`src/rtl/axi4_rd_slave_resp.sv`:
```
// AXI4 read responder: AR accept, FIXED/INCR/WRAP address walk, 1-cycle
// memory reads, 2-entry R buffer with backpressure.
// Ports: aclk/aresetn; AR (arvalid, arready, arid, araddr, arlen, arsize,
// arburst); R (rvalid, rready, rid, rdata, rresp, rlast); memory
// (mem_rd_en, mem_rd_addr, mem_rd_data one cycle after mem_rd_en).
// Optional: `define AXI4_RD_SLAVE_4KB_CHK_EN flags INCR bursts that
// cross a 4KB boundary as SLVERR at accept.
module axi4_rd_slave_resp #(
  parameter int ADDR_WIDTH = 32,
  parameter int ID_WIDTH   = 4,
  parameter int DATA_WIDTH = 64
) (
  input  logic                  aclk,
  input  logic                  aresetn,
  input  logic                  arvalid,
  output logic                  arready,
  input  logic [ID_WIDTH-1:0]   arid,
  input  logic [ADDR_WIDTH-1:0] araddr,
  input  logic [7:0]            arlen,
  input  logic [2:0]            arsize,
  input  logic [1:0]            arburst,
  output logic                  rvalid,
  input  logic                  rready,
  output logic [ID_WIDTH-1:0]   rid,
  output logic [DATA_WIDTH-1:0] rdata,
  output logic [1:0]            rresp,
  output logic                  rlast,
  output logic                  mem_rd_en,
  output logic [ADDR_WIDTH-1:0] mem_rd_addr,
  input  logic [DATA_WIDTH-1:0] mem_rd_data
);

  localparam int MAXSZ = $clog2(DATA_WIDTH / 8);

  localparam logic [1:0] B_FIXED = 2'd0;
  localparam logic [1:0] B_INCR  = 2'd1;
  localparam logic [1:0] B_WRAP  = 2'd2;
  localparam logic [1:0] B_RSVD  = 2'd3;

  localparam logic [1:0] RESP_OK  = 2'b00;
  localparam logic [1:0] RESP_SLV = 2'b10;

  typedef enum logic {
    IDLE,
    BURST
  } state_t;

  state_t                state;
  logic [ID_WIDTH-1:0]   id_q;
  logic [ADDR_WIDTH-1:0] addr_q;
  logic [7:0]            len_q;
  logic [7:0]            cnt_q;
  logic [2:0]            size_q;
  logic [1:0]            burst_q;
  logic                  err_q;

  // issue token travelling alongside the memory read
  logic                  inflight_q;
  logic [ID_WIDTH-1:0]   tok_id;
  logic                  tok_err;
  logic                  tok_last;

  // R buffer; entry 0 is always the head
  logic [ID_WIDTH-1:0]   f_id   [2];
  logic [DATA_WIDTH-1:0] f_data [2];
  logic [1:0]            f_resp [2];
  logic                  f_last [2];
  logic [1:0]            fifo_cnt;

  logic                  pop;
  logic                  push;
  logic                  issue;
  logic                  last_beat;
  logic [2:0]            occ;
  logic [ADDR_WIDTH-1:0] next_addr;
  logic [ADDR_WIDTH-1:0] sz_a;
  logic [ADDR_WIDTH-1:0] span_a;
  logic [ADDR_WIDTH-1:0] incr_a;
  logic [ADDR_WIDTH-1:0] wrap_a;
  logic                  wrap_len_ok;
  logic                  x4k;
  logic                  acc_err;
  logic [DATA_WIDTH-1:0] new_data;
  logic [1:0]            new_resp;

  assign arready = (state == IDLE);

  assign rvalid = (fifo_cnt != 2'd0);
  assign rid    = f_id[0];
  assign rdata  = f_data[0];
  assign rresp  = f_resp[0];
  assign rlast  = f_last[0];

  assign pop  = rvalid && rready;
  assign push = inflight_q;

  // buffered + in flight, net of this cycle's pop, must leave a free slot
  assign occ   = {1'b0, fifo_cnt} + {2'b00, inflight_q};
  assign issue = (state == BURST) &&
                 ((occ - {2'b00, pop}) < 3'd2);

  assign last_beat = (cnt_q == len_q);

  assign mem_rd_en   = issue && !err_q;
  assign mem_rd_addr = addr_q;

  assign new_data = tok_err ? '0 : mem_rd_data;
  assign new_resp = tok_err ? RESP_SLV : RESP_OK;

`ifdef AXI4_RD_SLAVE_4KB_CHK_EN
  logic [ADDR_WIDTH-1:0] sz_in;
  logic [ADDR_WIDTH-1:0] last_in;

  assign sz_in   = ADDR_WIDTH'(1) << arsize;
  assign last_in = (araddr & ~(sz_in - ADDR_WIDTH'(1))) +
                   (ADDR_WIDTH'(arlen) << arsize);
  assign x4k = (arburst == B_INCR) &&
               (araddr[ADDR_WIDTH-1:12] !=
                last_in[ADDR_WIDTH-1:12]);
`else
  assign x4k = 1'b0;
`endif

  assign wrap_len_ok = (arlen == 8'd1) || (arlen == 8'd3) ||
                       (arlen == 8'd7) || (arlen == 8'd15);

  assign acc_err = (arburst == B_RSVD) ||
                   (arsize > 3'(MAXSZ)) ||
                   ((arburst == B_WRAP) && !wrap_len_ok) ||
                   x4k;

  always_comb begin
    sz_a   = ADDR_WIDTH'(1) << size_q;
    span_a = (ADDR_WIDTH'(len_q) + ADDR_WIDTH'(1)) << size_q;
    // only the first INCR beat may be unaligned
    incr_a = (addr_q & ~(sz_a - ADDR_WIDTH'(1))) + sz_a;
    wrap_a = (addr_q & ~(span_a - ADDR_WIDTH'(1))) |
             ((addr_q + sz_a) & (span_a - ADDR_WIDTH'(1)));
    next_addr = addr_q;
    unique case (1'b1)
      burst_q == B_INCR: next_addr = incr_a;
      burst_q == B_WRAP: next_addr = wrap_a;
      default:           next_addr = addr_q;
    endcase
  end

  always_ff @(posedge aclk or negedge aresetn) begin
    if (!aresetn) begin
      state   <= IDLE;
      id_q    <= '0;
      addr_q  <= '0;
      len_q   <= '0;
      cnt_q   <= '0;
      size_q  <= '0;
      burst_q <= B_FIXED;
      err_q   <= 1'b0;
    end else begin
      unique case (state)
        IDLE: begin
          if (arvalid) begin
            state   <= BURST;
            id_q    <= arid;
            addr_q  <= araddr;
            len_q   <= arlen;
            cnt_q   <= '0;
            size_q  <= arsize;
            burst_q <= arburst;
            err_q   <= acc_err;
          end
        end
        BURST: begin
          if (issue) begin
            cnt_q  <= cnt_q + 8'd1;
            addr_q <= next_addr;
            if (last_beat) begin
              state <= IDLE;
            end
          end
        end
        default: state <= IDLE;
      endcase
    end
  end

  always_ff @(posedge aclk or negedge aresetn) begin
    if (!aresetn) begin
      inflight_q <= 1'b0;
      tok_id     <= '0;
      tok_err    <= 1'b0;
      tok_last   <= 1'b0;
    end else begin
      inflight_q <= issue;
      tok_id     <= id_q;
      tok_err    <= err_q;
      tok_last   <= last_beat;
    end
  end

  always_ff @(posedge aclk or negedge aresetn) begin
    if (!aresetn) begin
      fifo_cnt <= 2'd0;
      for (int i = 0; i < 2; i++) begin
        f_id[i]   <= '0;
        f_data[i] <= '0;
        f_resp[i] <= RESP_OK;
        f_last[i] <= 1'b0;
      end
    end else begin
      unique case ({push, pop})
        2'b10: begin
          f_id[fifo_cnt[0]]   <= tok_id;
          f_data[fifo_cnt[0]] <= new_data;
          f_resp[fifo_cnt[0]] <= new_resp;
          f_last[fifo_cnt[0]] <= tok_last;
          fifo_cnt            <= fifo_cnt + 2'd1;
        end
        2'b01: begin
          f_id[0]   <= f_id[1];
          f_data[0] <= f_data[1];
          f_resp[0] <= f_resp[1];
          f_last[0] <= f_last[1];
          fifo_cnt  <= fifo_cnt - 2'd1;
        end
        2'b11: begin
          if (fifo_cnt == 2'd1) begin
            f_id[0]   <= tok_id;
            f_data[0] <= new_data;
            f_resp[0] <= new_resp;
            f_last[0] <= tok_last;
          end else begin
            f_id[0]   <= f_id[1];
            f_data[0] <= f_data[1];
            f_resp[0] <= f_resp[1];
            f_last[0] <= f_last[1];
            f_id[1]   <= tok_id;
            f_data[1] <= new_data;
            f_resp[1] <= new_resp;
            f_last[1] <= tok_last;
          end
        end
        default: ;
      endcase
    end
  end

endmodule
```
`config.mk`:
```
export PLATFORM = sky130hd
export DESIGN_NAME = axi4_rd_slave_resp
export DESIGN_NICKNAME = d
export VERILOG_FILES = /design/src/rtl/axi4_rd_slave_resp.sv
export SDC_FILE = /design/constraint.sdc
export NUM_CORES = 1
export LEC_CHECK = 0
export CAP_MARGIN = 5
export CORE_MARGIN = 3
export CORE_UTILIZATION = 30
export CTS_CLUSTER_DIAMETER = 40
export DETAILED_ROUTE_END_ITERATION = 16
export SKIP_CTS_REPAIR_TIMING = 1
export SLEW_MARGIN = 40
export SYNTH_ARGS = -nofsm -noshare
export SYNTH_HDL_FRONTEND = slang
export SYNTH_SLANG_ARGS = --single-unit
```
`constraint.sdc`:
```
create_clock -name aclk -period 4.24 [get_ports aclk]
set_input_delay 0.636 -clock aclk [delete_from_list [all_inputs] [get_ports aclk]]
set_output_delay 0.636 -clock aclk [all_outputs]
set_load 0.02 [all_outputs]
```
==> summary.md, run 1 <==
| Metric | Value |
|---|---|
| Status | `completed` |
| Via count | `12200` |
| Final Skew | `0.00786 ns` |
| Root Buffer | `clkbuf_16` |
| Asr flop ratio synth | `100%` |
| Arr. time, crit path | `4.22 ns` |
| Cell count after synthesis | `1561` |
| CP Max Fanout | `9` |
| Power per cell area | `881 nW/um^2` |
| Share of layout cells above drive strength 1 | `9.74%` |
| Slew Viols, Final | `0` |
| Reg2Reg Depth | `16` |
| Commonest non-fill, non-tap cell in the layout | `nand2_1` |
| Max Freq | `264 MHz` |
| Hold path cells | `0` |
| M3 GR Usage | `4.05%` |
| R2r endpoint | `mem_rd_addr[28]` |
| EDFF count, synth | `0` |
| Avg Inst Size Synth | `8.38 um^2` |
| RSZ-0062 raised after global routing | `no` |
| Top_reg_cell synth | `dfrtp_1` |
| Layout Area Growth over Synthesis | `32.2%` |
| Max VDD drop | `314 uV` |
| Filler Cell Count | `4191` |
| Slew headroom | `47.2%` |
| CTS H-tree depth | `2` |
| Count of cell types in the netlist | `84` |
| Die footprint | `46200 um^2` |
| Synthesized flop and latch total | `209` |
| Num CTS Buffers | `45` |
| Final hold vios | `0` |
| Final setup fails | `0` |
| Wire length per cell | `17.9 um` |
| Critical Path Start Type | `flip-flop` |
| Hold Slack | `0.367 ns` |
| M1 GR Usage | `23.6%` |
| GR Util met2 | `27.8%` |
| First-pass GRT wire length | `65900 um` |
| Placed Area | `15600 um^2` |
| Clk sink count | `209` |
| Most frequent cells in the layout | `nand2_1, clkdlybuf4s50_1, dfrtp_1` |
| Largest net degree at the start of global routing | `136` |
| Reg2Reg Setup Slack | `0.45 ns` |
| Worst slew pin tran | `0.773 ns` |
| Number of global-route vias before repair | `11700` |
| Initial antenna violation count | `0` |
| Final nets | `1840` |
| GP Congestion | `0.896` |
| Avg Vias per Cell | `5.27` |
| Total gr overflow | `0` |
| DRC | `0` |
| GRT busiest layer | `met2` |
| # Max-Cap Violations | `0` |
| Clk buf depth | `3` |
| TritonCTS clock tree | `yes` |
| Hold crit path type | `reg2reg` |
| Synth area leaders | `dfrtp_1, nand2_1, o21ai_0` |
| Reg clk slew, reported paths | `0.05 ns` |
| Yosys top cell area share | `40.0%` |
| Die Wd | `215 um` |
| PortBufs | `222` |
| Post-route cell area | `17300 um^2` |
| Core area | `42500 um^2` |
| Die H | `215 um` |
| Final Critical Period | `3.79 ns` |
| Antenna Diode Count | `0` |
| Post-route setup slack | `0.452 ns` |
| Post-Syn Area | `13100 um^2` |
| CP Launch Point | `size_q[1]` |
| Gr usage total | `17.4%` |
| I/O pin count | `223` |
| Sum Neg Setup Slack | `0 ns` |
| Final Cycle Share | `89.3%` |
| Fin util | `40.7%` |
| R2R Path Start | `size_q[1]` |
| Setup CP Type | `reg2reg` |
| Pre-CTS WS | `0.427 ns` |
| Seq/Total Area, Yosys | `40.0%` |
| DRT Pass-1 Iters | `5` |
| WP data required | `4.68 ns` |
| Pleak | `7.03 nW` |
| Synth warnings | `0` |
| Synth area leader | `dfrtp_1` |
| Wirelength, routed | `41400 um` |
| Synthesized net count | `1703` |
| WHS Endpoint | `tok_id[2]` |
| Initial Util | `30.8%` |
| Placement Rows | `75` |
| Crit end category | `flip-flop` |
| Post-route antenna net violation count | `0` |
| Post-DP HPWL | `28700 um` |
| Iter 0 DRT Violations | `1011` |
| Hold path startpoint | `id_q[2]` |
| Latest clock arrival within the worst-skew pair | `0.56 ns` |
## stage by stage
step	instances	total power, mW
2_1_floorplan	1561	8.94
3_3_place_gp	2225	11.2
3_5_place_dp	2226	11.3
4_1_cts	2310	15.3
5_1_grt	2312	16.3
6_report	2312	15.2
## where the power goes
group | switching, mW | internal (mW)
Combinational | 4.55 | 3.09
Sequential | 0.795 | 2.88
Clock | 1.26 | 2.66
Total | 6.61 | 8.63
## layer usage
metal	vias up	part of all wire (%)
li1	5852	-
met1	5825	45
met2	445	45
met3	71	7.3
met4	0	2.3
met5	-	0
## synthesized netlist by cell type (23+ instances only)
library cell	number
nand2_1	244
dfrtp_1	209
nor2_1	145
o21ai_0	123
a21oi_1	112
clkbuf_1	95
buf_4	73
a32oi_1	65
xnor2_1	36
inv_1	32
nor3_1	31
nand3_1	28
ha_1	23
## worst max-delay path: stages, from the launching register on
cell,delay [ns]
dfrtp_1,0.45
inv_1,0.11
nand2_1,0.07
nor2_1,0.18
ha_1,0.21
ha_1,0.20
a21oi_1,0.05
nor3_1,0.24
o21ai_1,0.13
buf_4,0.16
a2111oi_0,0.68
nor3_2,0.24
buf_4,0.21
nor3_1,0.22
xnor2_1,0.14
o221ai_1,0.15
a22o_1,0.20
## logic make-up (layout without fill, tap and decap cells)
group / count (synthesis) / after routing / synth area share (%)
AOI/OAI and AO/OA: 479 / 479 / 24.8
xor gates and xnor gates: 58 / 58 / 3.88
adders and majority gates: 27 / 27 / 2.67
buffers and inverters: 220 / 394 / 8.68
DFF: 209 / 209 / 40.0
muxes: 15 / 15 / 1.21
and+or+nand+nor: 553 / 553 / 18.8
## layout make-up
| cell class | instances | area, um^2 | share of cell area, % |
|---|---|---|---|
| flip-flops and latches | 209 | 5230 | 30.2 |
| inverters | 34 | 133 | 0.767 |
| multi-input cells | 1132 | 6760 | 39.1 |
| clock inverters | 29 | 467 | 2.70 |
| clock buffers | 55 | 1230 | 7.13 |
| well taps | 577 | 722 | 4.17 |
| repair buffers | 276 | 2750 | 15.9 |
## state kept, by name, summed over array words and instances, names as in the netlist
register / count
f_data: 64
rdata: 64
mem_rd_addr: 32
cnt_q: 8
len_q: 8
f_id: 4
id_q: 4
rid: 4
tok_id: 4
size_q: 3
burst_q: 2
fifo_cnt: 2
rresp: 2
err_q: 1
f_last: 1
f_resp: 1
inflight_q: 1
rlast: 1
state: 1
tok_err: 1
tok_last: 1
## worst max path at each step
stage,to,depth (start not counted)
after CTS,mem_rd_en,12
after global routing,mem_rd_addr[10],15
after floorplan,mem_rd_addr[25],15
after detailed placement,mem_rd_addr[10],16
final,mem_rd_addr[28],16
after global placement,mem_rd_addr[14],16
Note: power is estimated with default switching activity, not from simulation.
==> run 2, diff against run 1 <==
--- a/config.mk
+++ b/config.mk
@@ -5,11 +5,12 @@
 export SDC_FILE = /design/constraint.sdc
 export NUM_CORES = 1
 export LEC_CHECK = 0
-export CAP_MARGIN = 5
+export CAP_MARGIN = 20
 export CORE_MARGIN = 3
 export CORE_UTILIZATION = 30
 export CTS_CLUSTER_DIAMETER = 40
 export DETAILED_ROUTE_END_ITERATION = 16
+export HOLD_SLACK_MARGIN = 0.1
 export SKIP_CTS_REPAIR_TIMING = 1
 export SLEW_MARGIN = 40
 export SYNTH_ARGS = -nofsm -noshare
==> results of run 2 <==
Same layout as run 1: the final DEF is identical, and so are final timing and power.
